**config.mk**
```make
export PLATFORM = sky130hd
export DESIGN_NAME = interrupt_ack_sequencer_8259a
export DESIGN_NICKNAME = d
export VERILOG_FILES = /design/src/rtl/interrupt_ack_sequencer_8259a_pkg.sv /design/src/rtl/interrupt_ack_sequencer_8259a.sv
export SDC_FILE = /design/constraint.sdc
export NUM_CORES = 1
export LEC_CHECK = 0
export BUFFER_PORTS_ARGS = -buffer_cell sky130_fd_sc_hd__buf_4
export CORE_UTILIZATION = 54
export DETAILED_ROUTE_END_ITERATION = 16
export HOLD_SLACK_MARGIN = 0.15
export PLACE_DENSITY = 0.91
export SLEW_MARGIN = 40
export SYNTH_ARGS = -nofsm -noshare
export SYNTH_HDL_FRONTEND = slang
export SYNTH_SLANG_ARGS = --single-unit
```
**constraint.sdc**
```tcl
create_clock -name clock -period 5.27 [get_ports clock]
set_clock_uncertainty 0.15 [all_clocks]
set_input_delay 0.527 -clock clock [delete_from_list [all_inputs] [get_ports clock]]
set_output_delay 0.527 -clock clock [all_outputs]
set_load 0.02 [all_outputs]
```
**src/rtl/interrupt_ack_sequencer_8259a_pkg.sv**
```systemverilog
// Shared types and one-hot helpers for the 8259A interrupt-acknowledge sequencer.
// The OCW2 command codes follow the {R,SL,EOI} field of the command byte.
package interrupt_ack_sequencer_8259a_pkg;

  typedef enum logic [1:0] {
    ACK_IDLE,
    ACK_PULSE1,
    ACK_PULSE2,
    ACK_PULSE3
  } ack_state_e;

  typedef enum logic [2:0] {
    OCW2_ROT_AEOI_CLR = 3'b000,
    OCW2_NS_EOI       = 3'b001,
    OCW2_NOP          = 3'b010,
    OCW2_SP_EOI       = 3'b011,
    OCW2_ROT_AEOI_SET = 3'b100,
    OCW2_ROT_NS_EOI   = 3'b101,
    OCW2_SET_PRIO     = 3'b110,
    OCW2_ROT_SP_EOI   = 3'b111
  } ocw2_cmd_e;

  function automatic logic [2:0] bit2num(input logic [7:0] onehot);
    logic [2:0] num;
    num = 3'd0;
    for (int i = 0; i < 8; i++) begin
      if (onehot[i]) num = 3'(i);
    end
    return num;
  endfunction

  function automatic logic [7:0] num2bit(input logic [2:0] num);
    return 8'b1 << num;
  endfunction

  function automatic logic [7:0] rotate_left(input logic [7:0] value, input logic [2:0] amount);
    logic [15:0] wide;
    wide = {value, value} << amount;
    return wide[15:8];
  endfunction

  function automatic logic [7:0] rotate_right(input logic [7:0] value, input logic [2:0] amount);
    logic [15:0] wide;
    wide = {value, value} >> amount;
    return wide[7:0];
  endfunction

  // Highest priority sits one position above the IR that currently holds lowest priority.
  function automatic logic [7:0] resolv_priority(input logic [7:0] request,
                                                 input logic [2:0] lowest);
    logic [7:0] rotated;
    logic [2:0] first;
    logic       found;
    rotated = rotate_right(request, lowest + 3'd1);
    first   = 3'd0;
    found   = 1'b0;
    for (int i = 7; i >= 0; i--) begin
      if (rotated[i]) begin
        first = 3'(i);
        found = 1'b1;
      end
    end
    return found ? num2bit(first + lowest + 3'd1) : 8'h00;
  endfunction

endpackage

```
**src/rtl/interrupt_ack_sequencer_8259a.sv**
```systemverilog
// 8259A in-service control path: raises INT, walks the INTA pulse sequence, drives the
// vector/CALL bytes and generates end-of-interrupt and priority-rotation updates.
module interrupt_ack_sequencer_8259a
  import interrupt_ack_sequencer_8259a_pkg::*;
#(
  parameter logic [2:0] SPURIOUS_LEVEL = 3'd7,
  parameter logic [7:0] CALL_OPCODE    = 8'hCD
) (
  input  logic        clock,
  input  logic        reset_n,
  input  logic        icw1_write,
  input  logic        ocw2_write,
  input  logic [7:0]  ocw2_data,
  input  logic        mode_8086,
  input  logic        auto_eoi,
  input  logic        call_interval_4,
  input  logic [4:0]  vector_base,
  input  logic [10:0] call_address,
  input  logic        interrupt_acknowledge_n,
  input  logic [7:0]  highest_level_in_request,
  input  logic [7:0]  highest_level_in_service,
  output logic        interrupt,
  output logic        latch_in_service,
  output logic [7:0]  acknowledged_level,
  output logic [7:0]  end_of_interrupt,
  output logic [2:0]  priority_rotate,
  output logic [7:0]  data_bus_out,
  output logic        data_bus_out_enable
);

  ack_state_e state;
  logic       prev_inta;
  logic       rotate_in_aeoi;
  logic       inta_fall;
  logic       inta_rise;
  logic       seq_done;
  logic [2:0] level_num;
  logic [2:0] ocw2_level;
  ocw2_cmd_e  ocw2_cmd;
  logic [7:0] ocw2_eoi;
  logic       ocw2_rot_valid;
  logic [2:0] ocw2_rot_num;
  logic       aeoi_rot_next;
  logic       unused_ocw2_bits;

  assign inta_fall        = prev_inta & ~interrupt_acknowledge_n;
  assign inta_rise        = ~prev_inta & interrupt_acknowledge_n;
  assign level_num        = bit2num(acknowledged_level);
  assign ocw2_level       = ocw2_data[2:0];
  assign ocw2_cmd         = ocw2_cmd_e'(ocw2_data[7:5]);
  assign unused_ocw2_bits = ^ocw2_data[4:3];
  assign seq_done         = inta_rise &&
                            ((state == ACK_PULSE2 && mode_8086) || state == ACK_PULSE3);

  // Non-specific forms only rotate when something is actually in service.
  always_comb begin
    ocw2_eoi       = 8'h00;
    ocw2_rot_valid = 1'b0;
    ocw2_rot_num   = priority_rotate;
    aeoi_rot_next  = rotate_in_aeoi;
    if (ocw2_write) begin
      case (ocw2_cmd)
        OCW2_NS_EOI: ocw2_eoi = highest_level_in_service;
        OCW2_SP_EOI: ocw2_eoi = num2bit(ocw2_level);
        OCW2_ROT_NS_EOI: begin
          ocw2_eoi = highest_level_in_service;
          if (|highest_level_in_service) begin
            ocw2_rot_valid = 1'b1;
            ocw2_rot_num   = bit2num(highest_level_in_service);
          end
        end
        OCW2_ROT_SP_EOI: begin
          ocw2_eoi       = num2bit(ocw2_level);
          ocw2_rot_valid = 1'b1;
          ocw2_rot_num   = ocw2_level;
        end
        OCW2_ROT_AEOI_SET: aeoi_rot_next = 1'b1;
        OCW2_ROT_AEOI_CLR: aeoi_rot_next = 1'b0;
        OCW2_SET_PRIO: begin
          ocw2_rot_valid = 1'b1;
          ocw2_rot_num   = ocw2_level;
        end
        default: ;
      endcase
    end
  end

  always_ff @(posedge clock or negedge reset_n) begin
    if (!reset_n) begin
      prev_inta           <= 1'b1;
      state               <= ACK_IDLE;
      interrupt           <= 1'b0;
      latch_in_service    <= 1'b0;
      acknowledged_level  <= 8'h00;
      end_of_interrupt    <= 8'h00;
      priority_rotate     <= 3'd7;
      data_bus_out        <= 8'h00;
      data_bus_out_enable <= 1'b0;
      rotate_in_aeoi      <= 1'b0;
    end else begin
      prev_inta <= interrupt_acknowledge_n;
      if (icw1_write) begin
        state               <= ACK_IDLE;
        interrupt           <= 1'b0;
        latch_in_service    <= 1'b0;
        acknowledged_level  <= 8'h00;
        end_of_interrupt    <= 8'h00;
        priority_rotate     <= 3'd7;
        data_bus_out        <= 8'h00;
        data_bus_out_enable <= 1'b0;
        rotate_in_aeoi      <= 1'b0;
      end else begin
        latch_in_service <= 1'b0;
        end_of_interrupt <= ocw2_eoi;
        rotate_in_aeoi   <= aeoi_rot_next;
        if (ocw2_rot_valid) priority_rotate <= ocw2_rot_num;

        case (state)
          ACK_IDLE: begin
            if (inta_fall) begin
              interrupt          <= 1'b0;
              latch_in_service   <= |highest_level_in_request;
              acknowledged_level <= (|highest_level_in_request) ? highest_level_in_request
                                                                : num2bit(SPURIOUS_LEVEL);
              state              <= ACK_PULSE1;
              if (!mode_8086) begin
                data_bus_out        <= CALL_OPCODE;
                data_bus_out_enable <= 1'b1;
              end
            end else if (|highest_level_in_request) begin
              interrupt <= 1'b1;
            end
          end
          ACK_PULSE1: begin
            if (inta_fall) begin
              state               <= ACK_PULSE2;
              data_bus_out_enable <= 1'b1;
              if (mode_8086)            data_bus_out <= {vector_base, level_num};
              else if (call_interval_4) data_bus_out <= {call_address[2:0], level_num, 2'b00};
              else                      data_bus_out <= {call_address[2:1], level_num, 3'b000};
            end else if (inta_rise) begin
              data_bus_out        <= 8'h00;
              data_bus_out_enable <= 1'b0;
            end
          end
          ACK_PULSE2: begin
            if (inta_fall && !mode_8086) begin
              state               <= ACK_PULSE3;
              data_bus_out        <= call_address[10:3];
              data_bus_out_enable <= 1'b1;
            end else if (inta_rise) begin
              data_bus_out        <= 8'h00;
              data_bus_out_enable <= 1'b0;
            end
          end
          ACK_PULSE3: begin
            if (inta_rise) begin
              data_bus_out        <= 8'h00;
              data_bus_out_enable <= 1'b0;
            end
          end
          default: state <= ACK_IDLE;
        endcase

        // A rotate commanded through OCW2 in the same cycle takes precedence over AEOI rotation.
        if (seq_done) begin
          state <= ACK_IDLE;
          if (auto_eoi) begin
            end_of_interrupt <= ocw2_eoi | acknowledged_level;
            if (rotate_in_aeoi && !ocw2_rot_valid) priority_rotate <= level_num;
          end
        end
      end
    end
  end

endmodule

```
==> impl_metrics.prom <==
# TYPE chip_impl_metric gauge
chip_impl_metric{name="crit_path_max_incr_delay",unit="ns"} 0.52
chip_impl_metric{name="worst-endpoint-arrival",unit="ns"} 2.24
chip_impl_metric{name="drtAntennaViolNets",unit=""} 0
chip_impl_info{name="critical-path-top-delay-family",value="compound AO/OA/AOI/OAI gates"} 1
chip_impl_metric{name="die_x",unit="um"} 65.6
chip_impl_info{name="worst_setup_path_start_kind",value="register"} 1
chip_impl_metric{name="boundaryPins",unit=""} 78
chip_impl_metric{name="clk_pin_slew",unit="ns"} 0.07
chip_impl_metric{name="numClockSinks",unit=""} 34
chip_impl_metric{name="cts_max_level",unit=""} 2
chip_impl_info{name="cts_tree",value="done"} 1
chip_impl_metric{name="first_global_vias",unit=""} 2115
chip_impl_metric{name="cts_resized",unit=""} 0
chip_impl_metric{name="drc",unit=""} 0
chip_impl_info{name="synth_top_family_by_area",value="compound AO/OA/AOI/OAI gates"} 1
chip_impl_metric{name="die_y",unit="um"} 65.6
chip_impl_metric{name="post-route-period-util",unit=""} 0.427
chip_impl_metric{name="post_synth_mux_area_share",unit=""} 0.0235
chip_impl_metric{name="static-leakage-power",unit="nW"} 1.29
chip_impl_metric{name="detail_route.wl_per_cell",unit="um"} 16.1
chip_impl_metric{name="global_route_wire_length_before_repair",unit="mm"} 10.1
chip_impl_metric{name="cap_violations",unit=""} 0
chip_impl_metric{name="synth.avg_cell_area",unit="um2"} 8.26
chip_impl_metric{name="path_buf_inv",unit=""} 1
chip_impl_metric{name="grt_antenna_before_repair",unit=""} 0
chip_impl_metric{name="cell_internal_pwr",unit="uW"} 631
chip_impl_metric{name="yosys.area_share.simple",unit=""} 0.225
chip_impl_metric{name="vias",unit=""} 2322
chip_impl_metric{name="power",unit="mW"} 1.06
chip_impl_metric{name="clock_power_share",unit=""} 0.213
chip_impl_info{name="setup.worst_path.end_class",value="register"} 1
chip_impl_metric{name="part_of_the_power_in_registers",unit=""} 0.331
chip_impl_metric{name="synth-compound-area-share",unit=""} 0.278
chip_impl_metric{name="antenna-diode-count",unit=""} 0
chip_impl_metric{name="yosysSeqAreaShare",unit=""} 0.392
chip_impl_metric{name="globalRouteTotalUtil",unit=""} 0.311
chip_impl_metric{name="preCtsSetupSlack",unit="ns"} 3.00
chip_impl_info{name="criticalPathCategory",value="reg -> reg"} 1
chip_impl_metric{name="net_count_of_the_finished_layout",unit=""} 389
chip_impl_metric{name="fp.coreArea",unit="um2"} 3770
chip_impl_metric{name="netlist-cell-type-count",unit=""} 49
chip_impl_metric{name="cp_max_fo",unit=""} 7
chip_impl_metric{name="dieArea",unit="um2"} 4300
chip_impl_metric{name="drtPass1Iterations",unit=""} 5
chip_impl_metric{name="timing.fmax",unit="GHz"} 0.445
chip_impl_metric{name="p_switching",unit="uW"} 431
chip_impl_metric{name="final.fill_count",unit=""} 292
chip_impl_info{name="yosys_most_used_dff",value="sky130_fd_sc_hd__dfrtp_1"} 1
chip_impl_metric{name="path_depth",unit=""} 7
chip_impl_metric{name="vdd_drop_max",unit="uV"} 275
chip_impl_metric{name="synth.net_count",unit=""} 318
chip_impl_metric{name="syn-cell-area",unit="um2"} 2180
chip_impl_info{name="mostFrequentLayoutCells",value="sky130_fd_sc_hd__buf_4 (75), sky130_fd_sc_hd__nand2_1 (38), sky130_fd_sc_hd__dfrtp_1 (30)"} 1
chip_impl_metric{name="synth-xor-area-share",unit=""} 0
chip_impl_metric{name="hold_viol",unit=""} 0
chip_impl_metric{name="r2r_cells",unit=""} 7
chip_impl_metric{name="power_frac_comb",unit=""} 0.456
chip_impl_metric{name="flow.area_growth_from_synthesis",unit="%"} 31.8
chip_impl_metric{name="dr.first_iter.drc_count",unit=""} 220
chip_impl_metric{name="max_slew.worst_pin.slew",unit="ns"} 0.555
chip_impl_metric{name="ys_warns",unit=""} 0
chip_impl_metric{name="setup_total_negative_slack",unit="ns"} 0
chip_impl_metric{name="stdcell_area",unit="um2"} 2870
chip_impl_metric{name="clk-insertion-delay-late",unit="ns"} 0.29
chip_impl_metric{name="placed_area",unit="um2"} 2750
chip_impl_info{name="critical_path.slowest_cell",value="sky130_fd_sc_hd__o32ai_1"} 1
chip_impl_metric{name="numCtsBuffers",unit=""} 5
chip_impl_info{name="layout.cells.most_common",value="sky130_fd_sc_hd__buf_4"} 1
chip_impl_info{name="rsz0062_at_grt",value="no"} 1
chip_impl_metric{name="required",unit="ns"} 5.26
chip_impl_metric{name="wl",unit="mm"} 6.19
chip_impl_metric{name="postLayoutSetupSlackWorst",unit="ns"} 3.02
chip_impl_metric{name="numPortBuffers",unit=""} 75
chip_impl_metric{name="synth-edff-count",unit=""} 0
chip_impl_metric{name="postSynthRegisterBits",unit=""} 34
chip_impl_info{name="hold_class",value="in -> reg"} 1
chip_impl_metric{name="post-cts-setup-buffer-count",unit=""} 0
chip_impl_metric{name="clock_tree.buffer_depth",unit=""} 2
chip_impl_metric{name="cts-hold-fix-buffers",unit=""} 1
chip_impl_metric{name="swShare",unit=""} 0.406
chip_impl_metric{name="std_cell_rows",unit=""} 22
chip_impl_metric{name="finished_core_util",unit=""} 0.762
chip_impl_metric{name="avgViaCountPerCell",unit=""} 6.05
chip_impl_metric{name="overflow",unit=""} 0
chip_impl_metric{name="postSynth.asyncResetShare",unit=""} 1.00
chip_impl_metric{name="globalplace.congestion",unit=""} 0.940
chip_impl_metric{name="start_util",unit=""} 0.578
chip_impl_metric{name="netlist_instances",unit=""} 264
chip_impl_metric{name="holdPathStages",unit=""} 1
chip_impl_metric{name="final_setup_violation_count",unit=""} 0
chip_impl_metric{name="finalWorstPathRequiredPeriod",unit="ns"} 2.25
chip_impl_metric{name="synth-adder-area-share",unit=""} 0.0344
chip_impl_info{name="result_of_the_run",value="finished clean"} 1
chip_impl_metric{name="grt_start_max_net_pins",unit=""} 35
chip_impl_info{name="crit_path_cell_trace",value="inv_1 > ha_1 > a21oi_1 > nor2_1 > o32ai_1 > nand2_1 > o41ai_1"} 1
chip_impl_metric{name="pins_over_slew_limit",unit=""} 0
chip_impl_info{name="cts_root_buf",value="sky130_fd_sc_hd__clkbuf_8"} 1
chip_impl_metric{name="power_density",unit="nW/um2"} 370
chip_impl_metric{name="sum_of_net_half_perimeters_after_detailed_placement",unit="mm"} 4.63
chip_impl_metric{name="fraction_of_final_layout_cells_sized_beyond_drive_strength_1",unit=""} 0.274
chip_impl_metric{name="slew-limit-headroom",unit=""} 0.628
## final timing paths
kind	to	slack, ns	from
setup / recovery	state[0]	3.02	state[0]
hold / removal	prev_inta	0.24	interrupt_acknowledge_n
setup reg to reg	state[0]	3.02	state[0]
hold reg to reg	data_bus_out[6]	0.35	data_bus_out[6]
max in group asynchronous	prev_inta	4.06	reset_n
min in group asynchronous	state[0]	0.57	reset_n
## metal layers
layer,part of all wire,global-route usage,up-vias,wire length [um]
met5,0,0,-,0
met1,0.42,0.440,1082,2630
li1,-,-,1105,-
met4,0.018,0.101,0,112
met3,0.078,0.0642,12,480
met2,0.48,0.473,123,2970
## synthesized netlist by cell type (3+ instances only)
cell                        number  area [um2]
sky130_fd_sc_hd__a21oi_1        22         110
sky130_fd_sc_hd__a22oi_1         8        60.1
sky130_fd_sc_hd__and2_1          3        18.8
sky130_fd_sc_hd__buf_2           4        20.0
sky130_fd_sc_hd__clkbuf_1        7        26.3
sky130_fd_sc_hd__dfrtp_1        30         751
sky130_fd_sc_hd__dfstp_2         4         105
sky130_fd_sc_hd__ha_1            6        75.1
sky130_fd_sc_hd__inv_1          14        52.6
sky130_fd_sc_hd__mux2i_1         4        40.0
sky130_fd_sc_hd__nand2_1        38         143
sky130_fd_sc_hd__nand2b_1        8        50.1
sky130_fd_sc_hd__nand3_1         4        20.0
sky130_fd_sc_hd__nor2_1         29         109
sky130_fd_sc_hd__nor2b_1         5        31.3
sky130_fd_sc_hd__nor3_1          6        30.0
sky130_fd_sc_hd__o211ai_1        4        30.0
sky130_fd_sc_hd__o21ai_0        15        75.1
sky130_fd_sc_hd__o22ai_1         5        31.3
sky130_fd_sc_hd__o2bb2ai_1       7        61.3
sky130_fd_sc_hd__o32ai_1         3        26.3
sky130_fd_sc_hd__or4_1           3        22.5
## kinds of logic (layout without fill, tap and decap cells)
group	count (synthesis)	after routing
adder cells (fa/ha/maj)	6	6
AND/OR/NAND/NOR	104	104
AO/OA/AOI/OAI	89	89
buffers and inverters	26	98
flip-flops	34	34
multiplexers	5	5
## registers in the layout, indices dropped and copies added (netlist names)
name,count
acknowledged_level,8
data_bus_out,8
data_bus_out_enable,1
end_of_interrupt,8
interrupt,1
latch_in_service,1
prev_inta,1
priority_rotate,3
rotate_in_aeoi,1
state,2
## power by group through the flow
stage               combinational, mW  clock [mW]  sequential [mW]
floorplan                       0.274           0            0.384
global placement                0.459           0            0.352
detailed placement              0.475           0            0.355
CTS                             0.479       0.226            0.350
finish                          0.485       0.226            0.352
global route                    0.532       0.240            0.357
## area by class of cell
class,instances,area [um2],area share
multi-input cells,204,1220,0.425
flip-flops and latches,34,856,0.298
clock buffers,8,110,0.0383
repair buffers,76,573,0.199
inverters,14,52.6,0.0183
well taps,48,60.1,0.0209
## worst reg2reg max path, stage by stage, from the launching register on
cell and delay (ns):
sky130_fd_sc_hd__dfrtp_1 0.46, sky130_fd_sc_hd__inv_1 0.12, sky130_fd_sc_hd__ha_1 0.31, sky130_fd_sc_hd__a21oi_1 0.20, sky130_fd_sc_hd__nor2_1 0.10, sky130_fd_sc_hd__o32ai_1 0.52, sky130_fd_sc_hd__nand2_1 0.13, sky130_fd_sc_hd__o41ai_1 0.11
## metrics by stage
step,hold slack [ns],std cells
after CTS,0.231,384
after floorplan,0.0814,264
final,0.237,384
after global routing,0.235,384
after detailed placement,0.339,375
after global placement,0.334,375
(Power assumes the default switching activity.)
